## src/rtl/apb_pkg.sv

```systemverilog
// rtl/apb_pkg.sv - shared defaults, FSM state type and response type for the APB requester
// Purpose: common declarations imported by apb_resp_mux and apb_multi_slave_master.
// Contents: default bus widths/completer count, apb_state_t, apb_rsp_t.
package apb_pkg;

  localparam int APB_DATA_WIDTH    = 32;
  localparam int APB_ADDRESS_WIDTH = 32;
  localparam int APB_NO_OF_SLAVES  = 4;

  typedef enum logic [1:0] {
    IDLE   = 2'd0,
    SETUP  = 2'd1,
    ACCESS = 2'd2
  } apb_state_t;

  typedef struct packed {
    logic [APB_DATA_WIDTH-1:0] rdata;
    logic                      err;
  } apb_rsp_t;

endpackage

```

## src/rtl/apb_resp_mux.sv

```systemverilog
// rtl/apb_resp_mux.sv - completer index decode and response selection
// Purpose: turns a completer index into a one-hot select, and picks the
//          addressed completer's PRDATA/PREADY/PSLVERR.
// Ports:
//   dec_idx    in  index to decode (taken from the incoming command address)
//   dec_onehot out one-hot form of dec_idx
//   sel_idx    in  index of the completer owning the current transfer
//   prdata     in  per-completer read data (unpacked)
//   pready     in  per-completer ready
//   pslverr    in  per-completer error
//   sel_rdata  out read data of completer sel_idx
//   sel_ready  out ready of completer sel_idx
//   sel_err    out error of completer sel_idx
module apb_resp_mux
  import apb_pkg::*;
#(
  parameter int DATA_WIDTH   = APB_DATA_WIDTH,
  parameter int NO_OF_SLAVES = APB_NO_OF_SLAVES,
  parameter int IDX_WIDTH    = $clog2(NO_OF_SLAVES)
) (
  input  logic [IDX_WIDTH-1:0]    dec_idx,
  output logic [NO_OF_SLAVES-1:0] dec_onehot,
  input  logic [IDX_WIDTH-1:0]    sel_idx,
  input  logic [DATA_WIDTH-1:0]   prdata [NO_OF_SLAVES],
  input  logic [NO_OF_SLAVES-1:0] pready,
  input  logic [NO_OF_SLAVES-1:0] pslverr,
  output logic [DATA_WIDTH-1:0]   sel_rdata,
  output logic                    sel_ready,
  output logic                    sel_err
);

  // NO_OF_SLAVES is a power of two, so every index value names a real completer.
  always_comb begin
    dec_onehot          = '0;
    dec_onehot[dec_idx] = 1'b1;
    sel_rdata           = prdata[sel_idx];
    sel_ready           = pready[sel_idx];
    sel_err             = pslverr[sel_idx];
  end

endmodule

```

## src/rtl/apb_multi_slave_master.sv

```systemverilog
// rtl/apb_multi_slave_master.sv - APB requester driving NO_OF_SLAVES completers from a valid/ready command port
// Purpose: accepts one command at a time, runs an APB SETUP/ACCESS transfer to the
//          completer chosen by the top address bits, returns a one-cycle response.
// Ports:
//   clock, reset                 rising-edge clock, asynchronous active-high reset
//   req_valid/req_ready          command handshake (ready only while idle)
//   req_write/req_addr/req_wdata command direction, address, write data
//   rsp_valid/rsp_rdata/rsp_err  one-cycle response pulse, read data, error
//   PADDR/PWRITE/PWDATA          shared APB address/control/write data
//   PSELx/PENABLE                one-hot completer select, access phase
//   PRDATA/PREADY/PSLVERR        per-completer response inputs
module apb_multi_slave_master
  import apb_pkg::*;
#(
  parameter int DATA_WIDTH     = APB_DATA_WIDTH,
  parameter int ADDRESS_WIDTH  = APB_ADDRESS_WIDTH,
  parameter int NO_OF_SLAVES   = APB_NO_OF_SLAVES,
  parameter int TIMEOUT_CYCLES = 0
) (
  input  logic                     clock,
  input  logic                     reset,
  input  logic                     req_valid,
  output logic                     req_ready,
  input  logic                     req_write,
  input  logic [ADDRESS_WIDTH-1:0] req_addr,
  input  logic [DATA_WIDTH-1:0]    req_wdata,
  output logic                     rsp_valid,
  output logic [DATA_WIDTH-1:0]    rsp_rdata,
  output logic                     rsp_err,
  output logic [ADDRESS_WIDTH-1:0] PADDR,
  output logic                     PWRITE,
  output logic [DATA_WIDTH-1:0]    PWDATA,
  output logic [NO_OF_SLAVES-1:0]  PSELx,
  output logic                     PENABLE,
  input  logic [DATA_WIDTH-1:0]    PRDATA [NO_OF_SLAVES],
  input  logic [NO_OF_SLAVES-1:0]  PREADY,
  input  logic [NO_OF_SLAVES-1:0]  PSLVERR
);

  localparam int IW = $clog2(NO_OF_SLAVES);
  localparam int TW = (TIMEOUT_CYCLES > 1) ? $clog2(TIMEOUT_CYCLES) : 1;
  // Last ACCESS cycle count value before the timeout fires.
  localparam logic [TW-1:0] TO_LAST = TW'((TIMEOUT_CYCLES > 0) ? TIMEOUT_CYCLES - 1 : 0);

  apb_state_t state, state_n;
  logic [IW-1:0]            idx_q, idx_n;
  logic [TW-1:0]            cnt_q, cnt_n;
  logic [ADDRESS_WIDTH-1:0] paddr_n;
  logic                     pwrite_n;
  logic [DATA_WIDTH-1:0]    pwdata_n;
  logic [NO_OF_SLAVES-1:0]  psel_n;
  logic                     penable_n;
  logic                     rsp_valid_n;
  logic [DATA_WIDTH-1:0]    rsp_rdata_n;
  logic                     rsp_err_n;

  logic [NO_OF_SLAVES-1:0]  dec_onehot;
  logic [DATA_WIDTH-1:0]    sel_rdata;
  logic                     sel_ready;
  logic                     sel_err;

  apb_resp_mux #(
    .DATA_WIDTH  (DATA_WIDTH),
    .NO_OF_SLAVES(NO_OF_SLAVES),
    .IDX_WIDTH   (IW)
  ) u_resp_mux (
    .dec_idx   (req_addr[ADDRESS_WIDTH-1 -: IW]),
    .dec_onehot(dec_onehot),
    .sel_idx   (idx_q),
    .prdata    (PRDATA),
    .pready    (PREADY),
    .pslverr   (PSLVERR),
    .sel_rdata (sel_rdata),
    .sel_ready (sel_ready),
    .sel_err   (sel_err)
  );

  assign req_ready = (state == IDLE);

  always_ff @(posedge clock or posedge reset) begin
    if (reset) begin
      state     <= IDLE;
      idx_q     <= '0;
      cnt_q     <= '0;
      PADDR     <= '0;
      PWRITE    <= 1'b0;
      PWDATA    <= '0;
      PSELx     <= '0;
      PENABLE   <= 1'b0;
      rsp_valid <= 1'b0;
      rsp_rdata <= '0;
      rsp_err   <= 1'b0;
    end else begin
      state     <= state_n;
      idx_q     <= idx_n;
      cnt_q     <= cnt_n;
      PADDR     <= paddr_n;
      PWRITE    <= pwrite_n;
      PWDATA    <= pwdata_n;
      PSELx     <= psel_n;
      PENABLE   <= penable_n;
      rsp_valid <= rsp_valid_n;
      rsp_rdata <= rsp_rdata_n;
      rsp_err   <= rsp_err_n;
    end
  end

  always_comb begin
    state_n     = state;
    idx_n       = idx_q;
    cnt_n       = cnt_q;
    paddr_n     = PADDR;
    pwrite_n    = PWRITE;
    pwdata_n    = PWDATA;
    psel_n      = PSELx;
    penable_n   = PENABLE;
    rsp_valid_n = 1'b0;
    rsp_rdata_n = rsp_rdata;
    rsp_err_n   = rsp_err;
    case (state)
      IDLE: begin
        if (req_valid) begin
          paddr_n  = req_addr;
          pwrite_n = req_write;
          pwdata_n = req_wdata;
          psel_n   = dec_onehot;
          idx_n    = req_addr[ADDRESS_WIDTH-1 -: IW];
          state_n  = SETUP;
        end
      end
      SETUP: begin
        penable_n = 1'b1;
        cnt_n     = '0;
        state_n   = ACCESS;
      end
      ACCESS: begin
        // A ready completer wins over a timeout landing on the same edge.
        if (sel_ready) begin
          psel_n      = '0;
          penable_n   = 1'b0;
          rsp_valid_n = 1'b1;
          rsp_err_n   = sel_err;
          rsp_rdata_n = PWRITE ? '0 : sel_rdata;
          state_n     = IDLE;
        end else if (TIMEOUT_CYCLES > 0 && cnt_q == TO_LAST) begin
          psel_n      = '0;
          penable_n   = 1'b0;
          rsp_valid_n = 1'b1;
          rsp_err_n   = 1'b1;
          rsp_rdata_n = '0;
          state_n     = IDLE;
        end else begin
          cnt_n = cnt_q + 1'b1;
        end
      end
      default: state_n = IDLE;
    endcase
  end

endmodule

```

## config.mk

```make
export PLATFORM = sky130hd
export DESIGN_NAME = apb_multi_slave_master
export DESIGN_NICKNAME = d
export VERILOG_FILES = /design/src/rtl/apb_pkg.sv /design/src/rtl/apb_resp_mux.sv /design/src/rtl/apb_multi_slave_master.sv
export SDC_FILE = /design/constraint.sdc
export NUM_CORES = 1
export LEC_CHECK = 0
export BUFFER_PORTS_ARGS = -buffer_cell sky130_fd_sc_hd__clkbuf_2
export CORE_AREA = 2 2 123 125
export CTS_BUF_LIST = sky130_fd_sc_hd__clkbuf_4
export DETAILED_ROUTE_END_ITERATION = 7
export DIE_AREA = 0 0 125 127
export HOLD_SLACK_MARGIN = 0.05
export PLACE_DENSITY = 0.66
export SYNTH_ARGS = -nofsm -noshare
export SYNTH_HDL_FRONTEND = slang
export SYNTH_SLANG_ARGS = --single-unit
```

## constraint.sdc

```tcl
create_clock -name clock -period 5.2 [get_ports clock]
set_input_delay 1.56 -clock clock [delete_from_list [all_inputs] [get_ports clock]]
set_output_delay 1.56 -clock clock [all_outputs]
set_load 0.01 [all_outputs]
```

==> results by group, run 1 <==
Die
  • DIE HEIGHT: 127 microns
  • Row count: 44
  • Starting Density: 34.5%
  • # IOs: 309
  • Die W: 125 microns
  • Std-Cell Core Area: 0.0144 sq mm
  • Die area: 0.0159 sq mm

GRT
  • Number of global-route vias before repair: 4444
  • Largest net degree at the start of global routing: 71
  • Total grt overflow: 0
  • Initial antenna violation count: 2
  • Total GRT Usage: 18.4%
  • First-pass GRT wire length: 22900 microns

Timing
  • Setup TNS: 0 ns
  • Final Max Tran Viols: 0
  • Unrepaired setup endpoints after global routing: no
  • Slew @ Worst Pin: 1.13 ns
  • Clk_skew: 0.0157 ns
  • Final hold vios: 0
  • Relative slew slack: 24.7%
  • Min cycle time layout: 2.89 ns
  • Crit share post-route: 55.6%
  • Setup-failing EPs final: 0
  • Fmax: 346 MHz

Clock network
  • Clk pin slew, worst setup/hold paths: 0.16 ns
  • Clock Latency Late Sink: 0.47 ns
  • CTS root buf: clkbuf_4
  • Clock sinks: 106
  • CTS tree: yes
  • Hold buffers post-CTS: 0
  • Post-CTS Setup Bufs: 0
  • CTS resizes: 0
  • H-tree depth: 3
  • Worst-case clock buffer depth: 2
  • Inserted Clock Buffers: 9

Place
  • IO buf count: 308
  • Post-placement cell area: 0.00663 sq mm
  • Post-DP HPWL: 11100 microns
  • Placed insts: 957
  • RD Place Congestion: 0.828

Worst setup path
  • Crit path cell chain: nor2_1 -> clkbuf_2
  • CP max stage cell: dfrtp_1
  • Crit-path max FO: 6
  • CP startpoint: state[1]
  • R2R Path End: rsp_rdata[22]
  • R2R cell count: 4
  • Max stage delay on crit path: 0.50 ns
  • CP Class: reg -> out
  • Reg-to-reg startpoint: state[1]
  • Data arrival, critical path: 1.33 ns
  • Worst path required time: 3.64 ns
  • Register-to-register setup slack: 2.76 ns
  • Crit path capture type: output port
  • Crit path launch type: flip-flop

Logic synthesis
  • Post-synth cell types: 24
  • Syn avg cell area: 10.1 sq um
  • Synth Warn #: 0
  • #FFs+latches synth: 106
  • Sequential area share after synthesis: 53.2%
  • Syn_nets: 697
  • Cell count after synthesis: 493
  • Mapped cell area: 0.00498 sq mm

Detailed routing
  • Met2 WL post-DR: 7020 microns
  • Vias/cell: 4.63
  • DR vias: 4510
  • Routed WL: 14600 microns
  • DR WL/cell: 15.0 microns
  • Highest metal used: met4
  • DRC viols: 0
  • First-pass iteration count of the detailed router: 4
  • Starting DRT DRC Count: 145
  • Antenna Nets Post-Route: 0
  • Met3 wire length: 1220 microns
  • Met1 wire length: 5970 microns

Hold path
  • Worst hold path type: reg -> reg
  • Hold Path Cell Cnt: 2
  • HP Start: PADDR[29]
  • Hold Crit Endpoint: PADDR[29]

Power and ir drop
  • Pwr Density: 549 mW/mm^2
  • Peak VDD IR: 0.398 mV
  • Sequential share of power: 38.5%
  • Pleak: 0.00384 uW
  • Comb pwr share: 48.7%
  • Switching pwr: 1520 uW
  • Internal: 2210 uW
  • Switching share of power: 40.6%
  • Clk pwr share: 12.8%

Finish
  • Layout cells sized above 1: 46.4%
  • Commonest non-fill, non-tap cell in the layout: clkbuf_2
  • Layout Cells excl Fill: 975
  • P&R area growth vs syn: 36.4%
  • Fillers: 1399
  • Final-stage net count: 988
  • Design Area, Final: 0.00680 sq mm
  • Commonest non-fill, non-tap cells in the layout: 308 x clkbuf_2, 199 x nand2_1, 105 x dfrtp_1

Run status
  • Status: finished clean

Flow run
  • Max_cap viols: 0
flip-flops by register name, indices dropped and copies added (netlist names):
name and count:
PWDATA 32, rsp_rdata 32, idx_q 1, rsp_err 1
state 2, PENABLE 1, PWRITE 1, PADDR 31
rsp_valid 1, PSELx 4
synth_stat cells:
cell	number	area, sq um
inv_1	2	7.51
or2_2	1	6.26
nand2b_1	3	18.8
buf_6	3	33.8
mux2_2	29	327
nand3b_1	3	22.5
or3b_2	1	8.76
mux2i_1	67	671
clkbuf_1	10	37.5
mux4_2	1	22.5
or3b_1	1	8.76
buf_4	4	30.0
buf_2	17	85.1
dfrtp_1	106	2650
o22ai_2	1	12.5
nor2_1	1	3.75
nand3_1	1	5.00
inv_2	1	3.75
mux2_1	4	45.0
a21oi_1	1	5.00
o32ai_1	1	8.76
nand2_1	199	747
o22ai_1	32	200
o21ai_0	4	20.0
final cells by class:
cell class                 instances  area (sq um)  share of cell area [%]
tap                              184           230                    3.39
clock inverter                     6          88.8                    1.31
timing repair buffer             314          1590                    23.3
clock buffer                      10          75.1                    1.10
sequential                       106          2660                    39.1
inverter                           3          13.8                   0.203
antenna                            2          5.00                  0.0737
multi-input combinational        350          2140                    31.5
how the worst max path moves through the flow:
stage / depth (start not counted) / end / slack [ns]
finish: 2 / req_ready / 2.31
global route: 2 / req_ready / 2.15
CTS: 2 / req_ready / 2.19
detailed placement: 5 / rsp_rdata[22] / 1.85
global placement: 5 / rsp_rdata[20] / 1.88
floorplan: 1 / PADDR[0] / 0.85
worst max-delay path, delay by kind of cell (launching register included):
| family | cells | cell delay [ns] |
|---|---|---|
| buffers and inverters | 1 | 0.16 |
| AND/OR/NAND/NOR | 1 | 0.19 |
| flip-flops | 1 | 0.50 |
per-layer routing:
layer,vias to the layer above,global-route usage (%)
met3,22,5.07
met1,2045,22.8
met4,0,9.08
met5,-,0
met2,209,29.7
li1,2234,-
power by group through the flow:
| stage | Sequential [uW] | Combinational [uW] | Clock, uW |
|---|---|---|---|
| 5_1_grt | 1490 | 2000 | 537 |
| 2_1_floorplan | 1600 | 996 | 0 |
| 6_report | 1440 | 1820 | 477 |
| 4_1_cts | 1440 | 1850 | 502 |
| 3_5_place_dp | 1440 | 1850 | 0 |
| 3_3_place_gp | 1450 | 1820 | 0 |
through the flow:
stage	hold slack, ns	power [uW]	utilization [%]	setup WS, ns
global placement	0.459	3270	45.9	1.88
detailed placement	0.462	3300	45.9	1.85
global route	0.528	4030	47.1	2.15
finish	0.493	3730	47.1	2.31
floorplan	0.511	2600	-	0.851
CTS	0.497	3790	47.1	2.19
logic make-up (layout without fill, tap and decap cells):
kind of cell | count (synthesis) | in the layout | synth area share [%]
simple gates | 210 | 210 | 16.5
flops | 106 | 106 | 53.2
mux | 101 | 101 | 21.4
compound gates | 39 | 39 | 4.95
buf+inv | 37 | 333 | 3.97
other cells | 0 | 2 | 0
Note: power is estimated with default switching activity, not from simulation.
==> inputs of run 2 (changes only) <==
--- a/config.mk
+++ b/config.mk
@@ -5,11 +5,12 @@
 export SDC_FILE = /design/constraint.sdc
 export NUM_CORES = 1
 export LEC_CHECK = 0
+export ABC_AREA = 1
 export BUFFER_PORTS_ARGS = -buffer_cell sky130_fd_sc_hd__clkbuf_2
-export CORE_AREA = 2 2 123 125
+export CORE_AREA = 2 2 126 128
 export CTS_BUF_LIST = sky130_fd_sc_hd__clkbuf_4
 export DETAILED_ROUTE_END_ITERATION = 7
-export DIE_AREA = 0 0 125 127
+export DIE_AREA = 0 0 128 130
 export HOLD_SLACK_MARGIN = 0.05
 export PLACE_DENSITY = 0.66
 export SYNTH_ARGS = -nofsm -noshare
==> constraint.sdc (replaced) <==
create_clock -name clock -period 2.7 [get_ports clock]
set_input_delay 0.81 -clock clock [delete_from_list [all_inputs] [get_ports clock]]
set_output_delay 0.81 -clock clock [all_outputs]
set_load 0.01 [all_outputs]
==> run 2 against run 1 <==
Against the previous run: combinational power up 120%; non-clock buffer count rose by 6; flip-flop and latch count unchanged; synthesized cell count increased by 52%; clock-buffer cell count is the same; critical path depth decreased by 1; synthesized area is 6.0% higher; hold slack got worse by 0.11 ns; register-to-register slack got worse by 2.0 ns; die area up 4.8%; utilization down 1.3 points; critical endpoint is now PADDR[30].
==> results by group, run 2 <==
Detailed routing
  • DRC viols: 0
  • Antenna Nets Post-Route: 0
  • DR WL/cell: 13.8 microns
  • Starting DRT DRC Count: 210
  • DR vias: 5597
  • Vias/cell: 4.55
  • Routed WL: 17000 microns
  • First-pass iteration count of the detailed router: 4

Finish
  • Commonest non-fill, non-tap cell in the layout: nand2_1
  • P&R area growth vs syn: 33.8%
  • Commonest non-fill, non-tap cells in the layout: 467 x nand2_1, 308 x clkbuf_2, 105 x dfrtp_1
  • Layout cells sized above 1: 33.6%
  • Top flop regs: PWDATA (32), rsp_rdata (32), PADDR (31)
  • Design Area, Final: 0.00707 sq mm
  • Final-stage net count: 1236
  • # diodes: 0

Logic synthesis
  • Main combinational cell family by area after synthesis: simple AND/OR/NAND/NOR gates
  • Syn_nets: 951
  • Post-Synth Simple-Gate Area: 40.3%
  • Cell count after synthesis: 747
  • Synth Area in XOR/XNOR: 0%
  • Post-synth cell types: 19
  • Number of synthesized flops with an enable pin: 0
  • Compound-Gate Fraction of Synth Area: 3.60%
  • Synth Warn #: 0
  • Mapped cell area: 0.00528 sq mm
  • Main synth FF type: dfrtp_1
  • Top cell type's share of synthesized area: 50.2%
  • Ranking of synthesized cells by area: dfrtp_1 50%, nand2_1 33%, nand3_1 3.5%
  • Post-synth ARST share: 100%
  • Adder-cell share of the synthesized area: 0%
  • Yosys top cell by area: dfrtp_1
  • #FFs+latches synth: 106
  • Sequential area share after synthesis: 50.2%
  • Multiplexer share of the synthesized area: 0%
  • Most frequent cell after synthesis: nand2_1
  • Syn avg cell area: 7.07 sq um
  • Post-synth top cells: 467 x nand2_1, 106 x dfrtp_1, 37 x nand3_1

Die
  • DIE HEIGHT: 130 microns
  • Die area: 0.0166 sq mm
  • Starting Density: 34.2%
  • Std-Cell Core Area: 0.0154 sq mm
  • # IOs: 309
  • Die W: 128 microns
  • Row count: 46

Clock network
  • Clk pin slew, worst setup/hold paths: 0.18 ns
  • H-tree depth: 3
  • CTS resizes: 0
  • Worst-case clock buffer depth: 2
  • Inserted Clock Buffers: 9
  • CTS tree: yes
  • Post-CTS Setup Bufs: 0
  • Clock sinks: 106
  • CTS root buf: clkbuf_4
  • Hold buffers post-CTS: 0
  • Clock Latency Late Sink: 0.47 ns

GRT
  • First-pass GRT wire length: 25600 microns
  • Largest net degree at the start of global routing: 72
  • Initial antenna violation count: 1
  • Number of global-route vias before repair: 5137
  • Total grt overflow: 0
  • Total GRT Usage: 19.5%

Timing
  • Slew @ Worst Pin: 0.600 ns
  • Setup TNS: 0 ns
  • Setup-failing EPs final: 0
  • Unrepaired setup endpoints after global routing: no
  • Min cycle time layout: 2.20 ns
  • Relative slew slack: 59.9%
  • Fmax: 456 MHz
  • Hold_ws: 0.385 ns
  • Final Max Tran Viols: 0
  • Final hold vios: 0
  • Crit share post-route: 81.3%
  • Clk_skew: 0.0274 ns
  • Worst setup margin: 0.505 ns

Place
  • RD Place Congestion: 0.824
  • Place WS: 0.682 ns
  • Post-DP HPWL: 12700 microns
  • IO buf count: 308
  • Post-placement cell area: 0.00692 sq mm

Worst setup path
  • Crit-path max FO: 25
  • Crit. path cell count: 1
  • CP Class: reg -> out
  • Max stage delay on crit path: 0.69 ns
  • Reg-to-reg startpoint: PADDR[30]
  • Crit path launch type: flip-flop
  • Worst path required time: 1.89 ns
  • Register-to-register setup slack: 0.73 ns
  • CP delay by family, top: flip-flops
  • CP startpoint: PADDR[30]
  • Data arrival, critical path: 1.39 ns
  • CP max stage cell: dfrtp_2
  • Crit path cell chain: clkbuf_2
  • Buf/Inv on CP: 1
  • Crit path capture type: output port
  • R2R Path End: PSELx[1]
  • R2R cell count: 8

Power and ir drop
  • Switching share of power: 46.7%
  • Design Power: 7630 uW
  • Switching pwr: 3560 uW
  • Pwr Density: 1080 mW/mm^2
  • Clk pwr share: 11.3%
  • Pleak: 0.00436 uW
  • Internal: 4070 uW
  • Comb pwr share: 51.7%
  • Sequential share of power: 37.1%
  • Peak VDD IR: 0.584 mV

Hold path
  • Worst hold path type: in -> async

Run status
  • Status: finished clean

Flow run
  • Max_cap viols: 0
[run 2: area by class of cell]
type                       instances  area (sq um)
clock buffer                      10          75.1
sequential                       106          2650
multi-input combinational        586          2320
tap                              192           240
clock inverter                     6          73.8
fill                            1651          8350
timing repair buffer             320          1670
inverter                           9          40.0
[run 2: per-layer routing]
layer  up-vias  GRT usage [%]  wire, microns  share of wire (%)
li1       2851              -              -                  -
met1      2477           24.3           6980                 41
met2       248           32.8           8210                 48
met3        19           5.45           1520                8.9
met4         2           6.85            273                1.6
met5         -              0             13              0.077
[run 2: power by group through the flow]
stage	Clock (uW)	Sequential [uW]	Combinational, uW
floorplan	0	3060	2320
global placement	0	2870	3940
detailed placement	0	2840	4020
CTS	904	2840	4010
global route	958	2930	4490
finish	859	2830	3950
[run 2: how the worst max path moves through the flow]
stage | slack (ns) | end
floorplan | 0.62 | PADDR[0]
global placement | 0.71 | PSELx[1]
detailed placement | 0.68 | PSELx[1]
CTS | 0.44 | PADDR[31]
global route | 0.41 | PADDR[30]
finish | 0.50 | PADDR[30]
[run 2: metrics by stage]
step	utilization, %	std cells
6_report	45.8	1229
5_1_grt	45.8	1229
4_1_cts	45.8	1229
3_5_place_dp	44.9	1213
3_3_place_gp	44.9	1213
2_1_floorplan	-	747
[run 2: cells by family (layout without fill, tap and decap cells)]
family / count (synthesis) / after routing
AO/OA/AOI/OAI: 38 / 38
buffers and inverters: 55 / 345
flip-flops: 106 / 106
AND/OR/NAND/NOR: 548 / 548
==> inputs of run 3 (changes only) <==
--- a/config.mk
+++ b/config.mk
@@ -5,14 +5,14 @@
 export SDC_FILE = /design/constraint.sdc
 export NUM_CORES = 1
 export LEC_CHECK = 0
-export ABC_AREA = 1
+export ABC_AREA = 0
 export BUFFER_PORTS_ARGS = -buffer_cell sky130_fd_sc_hd__clkbuf_2
-export CORE_AREA = 2 2 126 128
+export CORE_AREA = 2 2 123 125
 export CTS_BUF_LIST = sky130_fd_sc_hd__clkbuf_4
 export DETAILED_ROUTE_END_ITERATION = 7
-export DIE_AREA = 0 0 128 130
+export DIE_AREA = 0 0 125 127
 export HOLD_SLACK_MARGIN = 0.05
-export PLACE_DENSITY = 0.66
+export PLACE_DENSITY = 0.69
 export SYNTH_ARGS = -nofsm -noshare
 export SYNTH_HDL_FRONTEND = slang
 export SYNTH_SLANG_ARGS = --single-unit
==> constraint.sdc (replaced) <==
create_clock -name clock -period 1.9 [get_ports clock]
set_input_delay 0.57 -clock clock [delete_from_list [all_inputs] [get_ports clock]]
set_output_delay 0.57 -clock clock [all_outputs]
set_load 0.01 [all_outputs]
==> run 3 against run 2 <==
Against the previous run: clock-buffer cell count fell by 1; largest cell class unchanged; critical path type is now reg -> reg; clock power is 13% higher; highest routed layer is now met4; total power grew 39%; critical endpoint is now rsp_rdata[23]; combinational power is 44% higher.
==> results by group, run 3 (synthesis gave the netlist of run 1 again) <==
Run status
  • Status: finished clean

Worst setup path
  • Crit path capture type: flip-flop
  • R2R cell count: 6
  • CP Class: reg -> reg
  • Register-to-register setup slack: 0.03 ns
  • R2R Path End: rsp_rdata[23]
  • CP max stage cell: dfrtp_1
  • Data arrival, critical path: 2.20 ns
  • Reg-to-reg startpoint: state[0]
  • Crit-path max FO: 7
  • Max stage delay on crit path: 0.44 ns
  • Crit path cell chain: buf_6 -> or3b_4 -> o22ai_4 -> buf_12 -> clkbuf_16 -> mux2_2
  • Worst path required time: 2.24 ns
  • Crit path launch type: flip-flop

GRT
  • First-pass GRT wire length: 24500 microns
  • Initial antenna violation count: 0
  • Largest net degree at the start of global routing: 48
  • Total GRT Usage: 19.3%
  • Total grt overflow: 0
  • Number of global-route vias before repair: 4841

Finish
  • Commonest non-fill, non-tap cells in the layout: 307 x clkbuf_2, 199 x nand2_1, 105 x dfrtp_1
  • # diodes: 0
  • Layout Cells excl Fill: 995
  • Final-stage net count: 1012
  • Layout cells sized above 1: 48.0%
  • Design Area, Final: 0.00716 sq mm
  • Util after Layout: 49.7%
  • Commonest non-fill, non-tap cell in the layout: clkbuf_2
  • Top flop regs: PWDATA (32), rsp_rdata (32), PADDR (31)
  • P&R area growth vs syn: 43.8%

Die
  • # IOs: 309
  • Die area: 0.0159 sq mm
  • Row count: 44
  • DIE HEIGHT: 127 microns
  • Die W: 125 microns
  • Starting Density: 34.5%
  • Std-Cell Core Area: 0.0144 sq mm

Timing
  • Final hold vios: 0
  • Min cycle time layout: 1.87 ns
  • Final Max Tran Viols: 0
  • Unrepaired setup endpoints after global routing: yes
  • Relative slew slack: 57.1%
  • Clk_skew: 0.0325 ns
  • Worst setup margin: 0.0337 ns
  • Fmax: 536 MHz
  • Setup TNS: 0 ns
  • Crit share post-route: 98.2%
  • Slew @ Worst Pin: 0.643 ns
  • Setup-failing EPs final: 0

Detailed routing
  • Antenna Nets Post-Route: 0
  • DRC viols: 0
  • Routed WL: 15900 microns
  • Starting DRT DRC Count: 156
  • DR WL/cell: 16.0 microns
  • DR vias: 4643
  • First-pass iteration count of the detailed router: 4
  • Vias/cell: 4.67

Clock network
  • Inserted Clock Buffers: 9
  • Clock Latency Late Sink: 0.45 ns
  • Hold buffers post-CTS: 0
  • CTS tree: yes
  • Clock sinks: 106
  • H-tree depth: 3
  • CTS root buf: clkbuf_4
  • Worst-case clock buffer depth: 2
  • Clk pin slew, worst setup/hold paths: 0.15 ns

Power and ir drop
  • Pleak: 0.00401 uW
  • Pwr Density: 1480 mW/mm^2
  • Peak VDD IR: 0.692 mV

Place
  • IO buf count: 308
  • RD Place Congestion: 0.844
  • Placed insts: 968
  • Post-DP HPWL: 12200 microns
  • Post-placement cell area: 0.00685 sq mm
  • Place WS: 0.0703 ns

Hold path
  • Worst hold path type: in -> async

Flow run
  • Max_cap viols: 0
## run 3: through the flow
stage               power [uW]  hold WS, ns
global placement          9220        0.459
global route             11400        0.111
finish                   10600        0.132
detailed placement        9340        0.462
floorplan                 7100        0.511
CTS                      10300       0.0958
## run 3: how the worst max path moves through the flow
| stage | start | end | slack, ns |
|---|---|---|---|
| 2_1_floorplan | reset | PADDR[0] | 0.06 |
| 3_3_place_gp | req_valid | PSELx[0] | 0.12 |
| 3_5_place_dp | req_valid | PSELx[0] | 0.07 |
| 4_1_cts | state[0] | rsp_rdata[12] | 0.001 |
| 5_1_grt | state[0] | rsp_rdata[23] | -0.006 |
| 6_report | state[0] | rsp_rdata[23] | 0.03 |
## run 3: power by group
group / total [uW] / switching [uW] / internal (uW) / leakage [uW]
Sequential: 3910 / 604 / 3300 / 0.00132
Combinational: 5700 / 2980 / 2730 / 0.00264
Clock: 971 / 717 / 254 / 0.0000517
Total: 10600 / 4300 / 6280 / 0.00401
## run 3: cell type report
cell class | count | area (sq um)
clock buffers | 9 | 67.6
clock inverters | 5 | 32.5
fillers | 1411 | 7260
inverters | 3 | 15.0
multi-input cells | 350 | 2150
flip-flops and latches | 106 | 2660
well taps | 184 | 230
repair buffers | 338 | 2010
## run 3: routing by layer
metal	up-vias	GRT usage, %	part of all wire [%]
met2	196	34.1	51
met3	18	5.11	7.3
met4	0	5.10	1.9
met1	2149	23.5	40
met5	-	0	0
li1	2280	-	-
## run 3: critical path, delay by kind of cell (launching register included)
| kind | cells | cell delay [ns] |
|---|---|---|
| flip-flops | 1 | 0.44 |
| buffers and inverters | 3 | 0.44 |
| AND/OR/NAND/NOR | 1 | 0.39 |
| AO/OA/AOI/OAI | 1 | 0.16 |
| multiplexers | 1 | 0.33 |
## run 3: what timing repair did
item | 4_1_cts | 5_1_grt
setup endpoints to repair | 2 | 12
pin swaps | 1 | 3
setup buffers | 2 | 8
resized for setup | 2 | 7
endpoints found under the hold margin | 0 | 0
gates cloned | 0 | 4
